File: config.mk
export PLATFORM = sky130hd
export DESIGN_NAME = snake_dir_queue
export DESIGN_NICKNAME = d
export VERILOG_FILES = /design/src/rtl/snake_dir_queue.sv
export SDC_FILE = /design/constraint.sdc
export NUM_CORES = 1
export LEC_CHECK = 0
export ABC_CLOCK_PERIOD_IN_PS = 3600
export BUFFER_PORTS_ARGS = -buffer_cell sky130_fd_sc_hd__buf_2
export CAP_MARGIN = 25
export CORE_ASPECT_RATIO = 1.4
export CORE_UTILIZATION = 55
export DETAILED_ROUTE_END_ITERATION = 8
export GPL_ROUTABILITY_DRIVEN = 0
export GPL_TIMING_DRIVEN = 0
export PLACE_DENSITY = 0.77
export SYNTH_ARGS = -nofsm -noshare
export SYNTH_HDL_FRONTEND = slang
export SYNTH_SLANG_ARGS = --single-unit
File: constraint.sdc
create_clock -name clock -period 3.6 [get_ports clock]
set_input_delay 0.72 -clock clock [delete_from_list [all_inputs] [get_ports clock]]
set_output_delay 0.72 -clock clock [all_outputs]
set_load 0.05 [all_outputs]
File: src/rtl/snake_dir_queue.sv
// Per-player direction capture for the snake game: synchronise, debounce, and
// edge-detect the buttons, reject reversals, and queue moves for the game tick.
module snake_dir_queue #(
  parameter int NUM_PLAYERS = 2,
  parameter int DB_CYCLES   = 500000,
  parameter int QUEUE_DEPTH = 4
) (
  input  logic                     clock,
  input  logic                     resetn,
  input  logic [4*NUM_PLAYERS-1:0] btn,
  input  logic                     clear,
  input  logic [NUM_PLAYERS-1:0]   pop,
  output logic [3*NUM_PLAYERS-1:0] head_dir,
  output logic [3*NUM_PLAYERS-1:0] cur_dir,
  output logic [NUM_PLAYERS-1:0]   q_empty,
  output logic [NUM_PLAYERS-1:0]   q_full,
  output logic [NUM_PLAYERS-1:0]   overflow
);

  localparam int PW = (QUEUE_DEPTH > 1) ? $clog2(QUEUE_DEPTH) : 1;
  localparam int CW = (DB_CYCLES > 1) ? $clog2(DB_CYCLES) : 1;
  localparam logic [CW-1:0] DB_MAX = CW'(DB_CYCLES - 1);
  localparam logic [PW:0]   DEPTH  = (PW+1)'(QUEUE_DEPTH);

  localparam logic [2:0] DIR_NONE  = 3'd0;
  localparam logic [2:0] DIR_UP    = 3'd1;
  localparam logic [2:0] DIR_RIGHT = 3'd2;
  localparam logic [2:0] DIR_DOWN  = 3'd3;
  localparam logic [2:0] DIR_LEFT  = 3'd4;
  localparam logic [2:0] DIR_IDLE  = 3'd5;

  for (genvar p = 0; p < NUM_PLAYERS; p++) begin : g_player
    logic [3:0]    sync_a, sync_b, sync_prev, db, db_prev;
    logic [CW-1:0] cnt, cnt_eff;
    logic [2:0]    cand, last_dir, opp_last, cur;
    logic          cand_valid, accept, push, do_pop, empty, full, ovf;
    logic [2:0]    mem [QUEUE_DEPTH];
    logic [PW-1:0] rd_ptr, wr_ptr;
    logic [PW:0]   count;

    always_ff @(posedge clock or negedge resetn) begin
      if (!resetn) begin
        sync_a <= '0;
        sync_b <= '0;
      end else begin
        sync_a <= btn[4*p +: 4];
        sync_b <= sync_a;
      end
    end

    // A new synchronised pattern starts its stability count from scratch.
    assign cnt_eff = (sync_b != sync_prev) ? '0 : cnt;

    always_ff @(posedge clock or negedge resetn) begin
      if (!resetn) begin
        sync_prev <= '0;
        db        <= '0;
        db_prev   <= '0;
        cnt       <= '0;
      end else begin
        sync_prev <= sync_b;
        db_prev   <= db;
        if (sync_b == db) begin
          cnt <= '0;
        end else if (cnt_eff == DB_MAX) begin
          db  <= sync_b;
          cnt <= '0;
        end else begin
          cnt <= cnt_eff + CW'(1);
        end
      end
    end

    always_comb begin
      cand       = DIR_NONE;
      cand_valid = 1'b0;
      if (db != db_prev) begin
        case (db)
          4'b1000: begin cand = DIR_UP;    cand_valid = 1'b1; end
          4'b0100: begin cand = DIR_RIGHT; cand_valid = 1'b1; end
          4'b0010: begin cand = DIR_DOWN;  cand_valid = 1'b1; end
          4'b0001: begin cand = DIR_LEFT;  cand_valid = 1'b1; end
          default: ;
        endcase
      end
    end

    always_comb begin
      case (last_dir)
        DIR_UP:    opp_last = DIR_DOWN;
        DIR_DOWN:  opp_last = DIR_UP;
        DIR_RIGHT: opp_last = DIR_LEFT;
        DIR_LEFT:  opp_last = DIR_RIGHT;
        default:   opp_last = DIR_NONE;
      endcase
    end

    assign empty  = (count == '0);
    assign full   = (count == DEPTH);
    assign accept = cand_valid && (cand != last_dir) && (cand != opp_last);
    assign do_pop = pop[p] && !empty;
    // A pop on the same edge frees a slot, so a full queue can still accept.
    assign push   = accept && (!full || do_pop);

    always_ff @(posedge clock) begin
      if (push && !clear) mem[wr_ptr] <= cand;
    end

    always_ff @(posedge clock or negedge resetn) begin
      if (!resetn) begin
        rd_ptr   <= '0;
        wr_ptr   <= '0;
        count    <= '0;
        last_dir <= DIR_IDLE;
        cur      <= DIR_IDLE;
        ovf      <= 1'b0;
      end else if (clear) begin
        rd_ptr   <= '0;
        wr_ptr   <= '0;
        count    <= '0;
        last_dir <= DIR_IDLE;
        cur      <= DIR_IDLE;
        ovf      <= 1'b0;
      end else begin
        if (push) begin
          wr_ptr   <= wr_ptr + PW'(1);
          last_dir <= cand;
        end else if (accept) begin
          ovf <= 1'b1;
        end
        if (do_pop) begin
          cur    <= mem[rd_ptr];
          rd_ptr <= rd_ptr + PW'(1);
        end
        case ({push, do_pop})
          2'b10:   count <= count + (PW+1)'(1);
          2'b01:   count <= count - (PW+1)'(1);
          default: ;
        endcase
      end
    end

    assign head_dir[3*p +: 3] = empty ? cur : mem[rd_ptr];
    assign cur_dir[3*p +: 3]  = cur;
    assign q_empty[p]         = empty;
    assign q_full[p]          = full;
    assign overflow[p]        = ovf;
  end

endmodule

# [Yosys cells after proc, flatten, opt, wreduce, memory -nomap -nowiden]
# Memory sizes are Yosys's and may differ from the RTL's.
# Index checks and enable logic that the tools add are counted.
# W data, S select, Z words.
[word_totals] regBits=106 mem_bits_rw=24 output_inout_bits=18 word_cells=155 memories=2
[op_classes] add_sub_neg=10 n_eq_ne=36 muxes=48 bitwise_logic=2 n_reduce_logical=33
[mem_list] name="g_player[0].mem" words=4 width=3 read_ports=1 rd_ports_with_merged_regs=0 write_ports=1 line_no="37" rtl="logic [2:0] mem [QUEUE_DEPTH];"
[mem_list] name="g_player[1].mem" words=4 width=3 read_ports=1 rd_ports_with_merged_regs=0 write_ports=1 line_no="37"
[ops] cell="$mux W19" count=6
[ops] cell="$pmux W3 S4" count=4
[ops] cell="$mux W3" count=14
[ops] cell="$add A19 B1 Y19 const B" count=2
[ops] cell="$eq A19 B19 Y1 const B" count=2
[ops] cell="$mux W2" count=8
[ops] cell="$ne A4 B4 Y1" count=4
[ops] cell="$mux W1" count=14
[ops] cell="$eq A3 B2 Y1 const B" count=4
[ops] cell="$eq A3 B3 Y1 const B" count=4
[ops] cell="$ne A3 B3 Y1" count=4
[ops] cell="$pmux W3 S2" count=2
[ops] cell="$reduce_bool A2 Y1" count=6
[ops] cell="$logic_and A1 B1 Y1" count=10
[ops] cell="$add A2 B1 Y2 const B" count=4
[ops] cell="$eq A4 B1 Y1 const B" count=2
[ops] cell="$eq A4 B2 Y1 const B" count=2
[ops] cell="$eq A4 B3 Y1 const B" count=2
[ops] cell="$eq A4 B4 Y1" count=2
[ops] cell="$eq A4 B4 Y1 const B" count=2
[ops] cell="$reduce_and A2 Y1" count=4
[ops] cell="$reduce_or A4 Y1" count=2
[ops] cell="$add A3 B1 Y3 const B" count=2
[ops] cell="$eq A3 B1 Y1 const B" count=2
[ops] cell="other kinds (9)" count=21

# [Depth between registers and ports, before layout]
# Gate-level depths: netlist of the first run.
[logic_depth] word_depth=10 ltp_mapped=13 ltp_nobuf=12

# [Worst setup path before layout of the first run]
# OpenSTA, ideal clock, no wires.
[synth_path] path_kind="flip-flop to flip-flop" startpoint="register g_player[1].db[3]" endpoint="register g_player[1].count[2]" setup_time_ps=86 arrival_time_ps=3119 required_time_ps=3514 setup_slack_ps=395 stages_incl_launch_ff=13 path_buffers=1 synth_period_minus_slack_ps=3205 path_cell_list="dfrtp_1 buf_2 or4b_1 a41oi_1 nor2_1 a311oi_1 a221oi_2 nand2b_1 fa_1 nor3_1 nor3_1 o21a_1 nor3_1"
[synth_between] elab_chain_len=10
[synth_lines] item="start, declared" line_no="33" rtl="logic [3:0] sync_a, sync_b, sync_prev, db, db_prev;"
[synth_lines] item="start signal, assigned" line_no="66" rtl="db <= sync_b;"
[synth_lines] item="$eq A4 B1 Y1, or another cell as far along" line_no="78" rtl="case (db)"
[synth_lines] item="$pmux W3 S4" line_no="78"
[synth_lines] item="$mux W3 (*)" line_no="77" rtl="if (db != db_prev) begin"
[synth_lines] item="via g_player[1].cand[2]" line_no="35" rtl="logic [2:0] cand, last_dir, opp_last, cur;"
[synth_lines] item="$ne A3 B3 Y1" line_no="100" rtl="assign accept = cand_valid && (cand != last_dir) && (cand != opp_last);"
[synth_lines] item="$logic_and A1 B1 Y1" line_no="100"
[synth_lines] item="$logic_and A1 B1 Y1 (*)" line_no="100"
[synth_lines] item="$logic_and A1 B1 Y1 (*)" line_no="103" rtl="assign push = accept && (!full || do_pop);"
[synth_lines] item="$eq A2 B1 Y1 or $eq A2 B2 Y1 (tied branches)" line_no="135" rtl="case ({push, do_pop})"
[synth_lines] item="$pmux W3 S2" line_no="135"
[synth_lines] item="$mux W3" line_no="117" rtl="end else if (clear) begin"
[synth_lines] item="end signal, assigned" line_no="136" rtl="2'b10: count <= count + (PW+1)'(1);"
[synth_lines] item="end signal, assigned" line_no="137" rtl="2'b01: count <= count - (PW+1)'(1);"
[synth_lines] item="end, declared" line_no="39" rtl="logic [PW:0] count;"
# Mark *: on every way through the listed nets, which the timed path passes. The rest lies on a longest branch.
# A chain may end at the register's enable or synchronous reset.

# [Worst setup path in the final report of the first run]
[layout_path] startpoint="register g_player[0].db[2]" endpoint="register g_player[0].count[2]"
[layout_between] elab_chain_len=10
[layout_lines] item="start, declared" line_no="33"
[layout_lines] item="start signal, assigned" line_no="66"
[layout_lines] item="$eq A4 B1 Y1, or another cell as far along" line_no="78"
[layout_lines] item="$pmux W3 S4 or $reduce_or A4 Y1 (tied branches)"
[layout_lines] item="$mux W3 or $mux W1 (tied branches)" line_no="77, 78"
[layout_lines] item="$ne A3 B3 Y1 or $mux W1 (tied branches)" line_no="100, 77"
[layout_lines] item="$logic_and A1 B1 Y1" line_no="100"
[layout_lines] item="$logic_and A1 B1 Y1 (*)" line_no="100"
[layout_lines] item="$logic_and A1 B1 Y1 (*)" line_no="103"
[layout_lines] item="$eq A2 B1 Y1 or $eq A2 B2 Y1 (tied branches)" line_no="135"
[layout_lines] item="$pmux W3 S2" line_no="135"
[layout_lines] item="$mux W3" line_no="117"
[layout_lines] item="end signal, assigned" line_no="136"
[layout_lines] item="end signal, assigned" line_no="137"
[layout_lines] item="end, declared" line_no="39"
# Every way passes the cells marked *; elsewhere a longest branch is shown, timed or not.

==> results of run 1 <==
[cell type report]
type                       count  area [um^2]  share of cell area
sequential                   130         3380               0.458
multi-input combinational    395         2790               0.378
clock inverter                10          120              0.0163
clock buffer                  22          495              0.0670
inverter                      21         78.8              0.0107
buffer                        26          148              0.0200
tap                          144          180              0.0244
timing repair buffer          33          193              0.0261
[layer usage]
metal  GRT usage  vias to the layer above  wire length [um]
met5           0                        -                 0
li1            -                     2091                 -
met3      0.0540                       28               423
met2       0.401                      108              6290
met1       0.248                     2162              4990
met4      0.0896                        0               266
[where the power goes]
group          internal, mW  total (mW)  switching, mW  leakage [nW]
Sequential             1.58        1.66         0.0727          1.66
Combinational         0.348        1.10          0.752          1.20
Clock                  1.12        1.76          0.641         0.295
[per-stage QoR]
| stage | instance area [um^2] | setup TNS (ps) | hold WS, ps |
|---|---|---|---|
| after floorplan | 6380 | 0 | 331 |
| after global placement | 6710 | 0 | 332 |
| after detailed placement | 6740 | -62.8 | 335 |
| after CTS | 7370 | 0 | 314 |
| after global routing | 7390 | 0 | 339 |
| final | 7390 | 0 | 295 |
[path summary, 6_finish.rpt]
path | to | slack (ps) | cells past startpoint
worst max-delay path | g_player[0].count[2] | 150 | 11
worst min register to register | g_player[1].sync_b[2] | 350 | 0
max in group asynchronous | g_player[1].last_dir[0] | 2560 | 2
worst max register to register | g_player[0].count[2] | 150 | 11
worst min-delay path | g_player[1].cur[1] | 290 | 1
min in group clock | g_player[1].sync_b[2] | 350 | 0
[sequential cells by signal (all words and copies together), names as in the netlist]
name,count
g_player.ovf,2
g_player.count,6
g_player.mem,24
g_player.sync_b,8
g_player.cur,6
g_player.wr_ptr,4
g_player.sync_a,8
g_player.cnt,38
g_player.last_dir,6
g_player.sync_prev,8
g_player.db_prev,8
g_player.rd_ptr,4
g_player.db,8
[repair_timing]
item / in CTS / in global routing
buffers inserted: 1 / 0
gates resized for setup: 1 / 3
gates cloned: 0 / 0
pin swaps: 0 / 1
endpoints found under the setup margin: 1 / 11
[cells in the mapped netlist, types with 4 or more instances]
cell and instances:
buf_4 9, nand2b_1 9, mux2i_1 4, mux2_2 14, nand4_1 8, inv_1 20
nor2_1 67, o21ai_0 4, xnor2_1 30, nor4_1 11, nor3_1 13, nor2b_1 5
dfstp_2 8, nand2_1 48, buf_2 7, a21oi_1 10, nor3b_1 5, clkbuf_1 8
xor2_1 39, and3_1 13, dfrtp_1 98, and2_1 14, edfxtp_1 24, nand3_1 23
nand3b_1 4, ha_1 10, mux4_2 6
[cell families (layout without fill, tap and decap cells)]
group / Yosys count / in the layout / share of synthesized area
xor+xnor: 69 / 69 / 0.0947
simple gates: 241 / 241 / 0.197
fa+ha+maj: 12 / 12 / 0.0259
flops: 130 / 130 / 0.530
buf+inv: 47 / 112 / 0.0355
mux: 25 / 25 / 0.0539
compound gates: 48 / 48 / 0.0630
==> flow_summary.json, run 1 <==
{
  "finalWirelength_um": 12000,
  "synthArstFlopShare": 0.815,
  "cts_buffer_depth": 2,
  "worstSkewPairLatency_ps": 410,
  "htree_levels": 4,
  "cts_tree": "done",
  "first_global_vias": 4533,
  "drive_above_1_share": 0.204,
  "status": "finished clean",
  "port_buffers": 30,
  "ys_top_cells_by_area": "dfrtp_1, edfxtp_1, xor2_1",
  "maxCapViolCount": 0,
  "r2r-start": "g_player[0].db[2]",
  "vias": 4389,
  "post-place-ws_ps": -62.8,
  "rsz0062_at_grt": "false",
  "critPathBufInv": 1,
  "synth_flop_cell": "dfrtp_1",
  "hold_viol": 0,
  "syn-mean-instance-area_um2": 11.2,
  "core-area_um2": 11300,
  "postLayoutSetupSlackWorst_ps": 149,
  "drc": 0,
  "row_count": 46,
  "cpMaxStageDelayCell": "fa_1",
  "grt_usage": 0.221,
  "crit_path_max_fanout": 10,
  "avgViaCountPerCell": 5.62,
  "clock_sinks": 130,
  "slew_headroom": 0.444,
  "leakage_nw": 3.16,
  "ys_types": 71,
  "grt_max_degree": 66,
  "startpoint_type": "flip-flop",
  "syn_nets": 597,
  "final_common_cell": "dfrtp_1",
  "worstSetupStartpoint": "g_player[0].db[2]",
  "area_growth_pct": 15.9,
  "crit_chain": "buf_2 > or3b_1 > a311o_1 > a31o_2 > nor4_1 > nor4_2 > nand2b_1 > fa_1 > o2111ai_1 > o21ai_1 > a311o_1",
  "final_util": 0.652,
  "synth_top_area_cell": "dfrtp_1",
  "numCtsBuffers": 17,
  "synth_edf_count": 24,
  "ys_seq_area_frac": 0.530,
  "synth_area_um2": 6380,
  "ys_seq_elements": 130,
  "power_density_nw_per_um2": 611,
  "crit_arrival_ps": 3750,
  "finalSetupViolCount": 0,
  "diodes": 0,
  "die_h_um": 129,
  "endpoint_kind": "flip-flop",
  "stdcell_count": 781,
  "slowest_delay_ps": 490,
  "netlist.area_leader.share": 0.384,
  "critPathKind": "reg -> reg",
  "skew_ps": 4.45,
  "dpl.cell_count": 747,
  "cpLargestDelayFamily": "simple AND/OR/NAND/NOR gates",
  "worst_pin_slew_ps": 826,
  "report.final.slew_viol_count": 0,
  "min_path_type": "in -> async",
  "fillCellCount": 859,
  "antenna_left": 0,
  "crit_required_ps": 3900,
  "ir_drop_mv": 0.425,
  "drt_iter0_markers": 273,
  "period_needed_ps": 3450,
  "grt_overflow": 0,
  "path_common_cell": "a311o_1",
  "hpwlAfterDp_um": 7970,
  "grt_pass1_wl_um": 20700,
  "die_w_um": 93.0,
  "yosysWarnings": 0,
  "dr.pass1.iters": 5,
  "fmax_ghz": 0.290,
  "holdBufCountCts": 0,
  "syn-instance-count": 572,
  "io_pins": 31,
  "die_area_um2": 12000,
  "initial_core_util": 0.563,
  "mostFrequentLayoutCells": "dfrtp_1, nor2_1, nand2_1, xor2_1, buf_2",
  "antenna_found_initial": 0,
  "period_share": 0.959,
  "wl_per_cell_um": 15.3,
  "clkTransAtPathRegs_ps": 60,
  "layout.nets": 649,
  "total_power_mw": 4.52,
  "clock-root-buffer": "clkbuf_16"
}
(Power assumes the default switching activity.)
==> run 2: changes to the inputs <==
--- a/config.mk
+++ b/config.mk
@@ -8,12 +8,13 @@
 export ABC_CLOCK_PERIOD_IN_PS = 3600
 export BUFFER_PORTS_ARGS = -buffer_cell sky130_fd_sc_hd__buf_2
 export CAP_MARGIN = 25
+export CELL_PAD_IN_SITES_DETAIL_PLACEMENT = 0
+export CELL_PAD_IN_SITES_GLOBAL_PLACEMENT = 2
 export CORE_ASPECT_RATIO = 1.4
-export CORE_UTILIZATION = 55
+export CORE_UTILIZATION = 41
 export DETAILED_ROUTE_END_ITERATION = 8
 export GPL_ROUTABILITY_DRIVEN = 0
-export GPL_TIMING_DRIVEN = 0
-export PLACE_DENSITY = 0.77
+export PLACE_DENSITY = 0.83
 export SYNTH_ARGS = -nofsm -noshare
 export SYNTH_HDL_FRONTEND = slang
 export SYNTH_SLANG_ARGS = --single-unit
==> run 2 against run 1 <==
- design area fell by 0.73%
- clock skew rose by 2.5 ps
- critical path type unchanged
- total power fell by 2.6%
- clock-buffer cell count did not move
- clock power fell by 3%
- largest cell class unchanged
- first-iteration DRC count fell by 36%
- sequential share of layout area rose by 0.35 points
==> flow_summary.json, run 2 (synthesized netlist as in run 1, its figures left out) <==
{
  "cpMaxStageDelayCell": "or4b_1",
  "clock_sinks": 130,
  "die_area_um2": 16100,
  "worstSkewPairLatency_ps": 420,
  "leakage_nw": 3.10,
  "critPathBufInv": 0,
  "ir_drop_mv": 0.648,
  "dr.pass1.iters": 6,
  "biggestRegsByFlops": "g_player.cnt x38, g_player.mem x24",
  "die_h_um": 150,
  "min_path_type": "in -> async",
  "finalSetupViolCount": 0,
  "mostFrequentLayoutCells": "dfrtp_1, nor2_1, nand2_1, xor2_1, xnor2_1",
  "period_share": 0.926,
  "worst_pin_slew_ps": 741,
  "maxCapViolCount": 0,
  "avgViaCountPerCell": 5.17,
  "drt_iter0_markers": 175,
  "finalWirelength_um": 12100,
  "core-area_um2": 15100,
  "crit_required_ps": 3900,
  "clkTransAtPathRegs_ps": 60,
  "skew_ps": 6.93,
  "initial_core_util": 0.422,
  "area_growth_pct": 15.0,
  "grt_pass1_wl_um": 20300,
  "crit_path_max_fanout": 11,
  "hpwlAfterDp_um": 8350,
  "drive_above_1_share": 0.192,
  "period_needed_ps": 3330,
  "grt_usage": 0.165,
  "slew_headroom": 0.501,
  "cts_buffer_depth": 2,
  "drc": 0,
  "die_w_um": 107,
  "crit_chain": "or4b_1 > and3_1 > o31a_1 > a2111oi_2 > nor4_2 > nand2b_1 > fa_1 > o2111ai_1 > o21ai_1 > a311o_1",
  "cpLargestDelayFamily": "compound AO/OA/AOI/OAI gates",
  "total_power_mw": 4.40,
  "slowest_delay_ps": 530,
  "startpoint_type": "flip-flop",
  "clock-root-buffer": "clkbuf_16",
  "final_util": 0.485,
  "hold_viol": 0,
  "antenna_left": 0,
  "cts_tree": "done",
  "grt_max_degree": 65,
  "largest_register": "g_player.cnt",
  "crit_arrival_ps": 3630,
  "final_common_cell": "dfrtp_1",
  "io_pins": 31,
  "port_buffers": 30,
  "largest_register_ffs": 38,
  "tns_ps": 0,
  "endpoint_kind": "flip-flop",
  "htree_levels": 4,
  "vias": 4195,
  "wl_per_cell_um": 14.8,
  "critPathKind": "reg -> reg",
  "report.final.slew_viol_count": 0,
  "fmax_ghz": 0.300,
  "antenna_found_initial": 0,
  "rsz0062_at_grt": "false",
  "row_count": 53,
  "numCtsBuffers": 17,
  "layout.nets": 632,
  "power_density_nw_per_um2": 600,
  "holdBufCountCts": 0,
  "status": "finished clean",
  "diodes": 0,
  "grt_overflow": 0,
  "first_global_vias": 4275
}
-- run 2: stage by stage --
step	std cells	setup slack [ps]	area, um^2	hold slack [ps]
6_report	812	266	7340	309
5_1_grt	812	52.4	7340	338
4_1_cts	812	248	7340	315
3_5_place_dp	780	275	6740	336
3_3_place_gp	780	353	6740	335
2_1_floorplan	572	395	6380	331
-- run 2: final timing paths --
kind,start,endpoint,slack [ps],cells after the start
hold reg to reg,g_player[1].sync_a[3],g_player[1].sync_b[3],350,0
hold / removal,resetn,g_player[1].rd_ptr[0],310,1
setup / recovery,g_player[0].db[1],g_player[0].count[2],270,10
min in group clock,g_player[1].sync_a[3],g_player[1].sync_b[3],350,0
max in group asynchronous,resetn,g_player[1].last_dir[2],2510,2
setup reg to reg,g_player[0].db[1],g_player[0].count[2],270,10
-- run 2: metal layers --
metal | track usage | up-vias | wire length, um
met2 | 0.292 | 70 | 6330
met5 | 0 | - | 0
met4 | 0.0829 | 0 | 289
met1 | 0.183 | 2053 | 5050
li1 | - | 2051 | -
met3 | 0.0422 | 21 | 377
-- run 2: where the power goes --
group	leakage, nW	switching [mW]	internal (mW)
Sequential	1.66	0.0917	1.58
Combinational	1.15	0.708	0.306
Clock	0.292	0.632	1.08
Total	3.10	1.43	2.97
-- run 2: worst reg2reg max path, delay by kind of cell (launching register included) --
family                   cells  cell delay (ps)
AND/OR/NAND/NOR              4             1050
adder cells (fa/ha/maj)      1              490
AO/OA/AOI/OAI                5             1160
flip-flops                   1              510
-- run 2: area by class of cell --
class,instances,area (um^2)
clock inverters,10,123
inverters,21,78.8
repair buffers,42,268
well taps,192,240
fillers,1379,7780
multi-input cells,395,2770
flip-flops and latches,130,3380
clock buffers,22,474
-- run 2: repair_timing --
item,CTS,global route
setup buffers,0,0
resized for setup,0,1
endpoints found under the setup margin,0,1
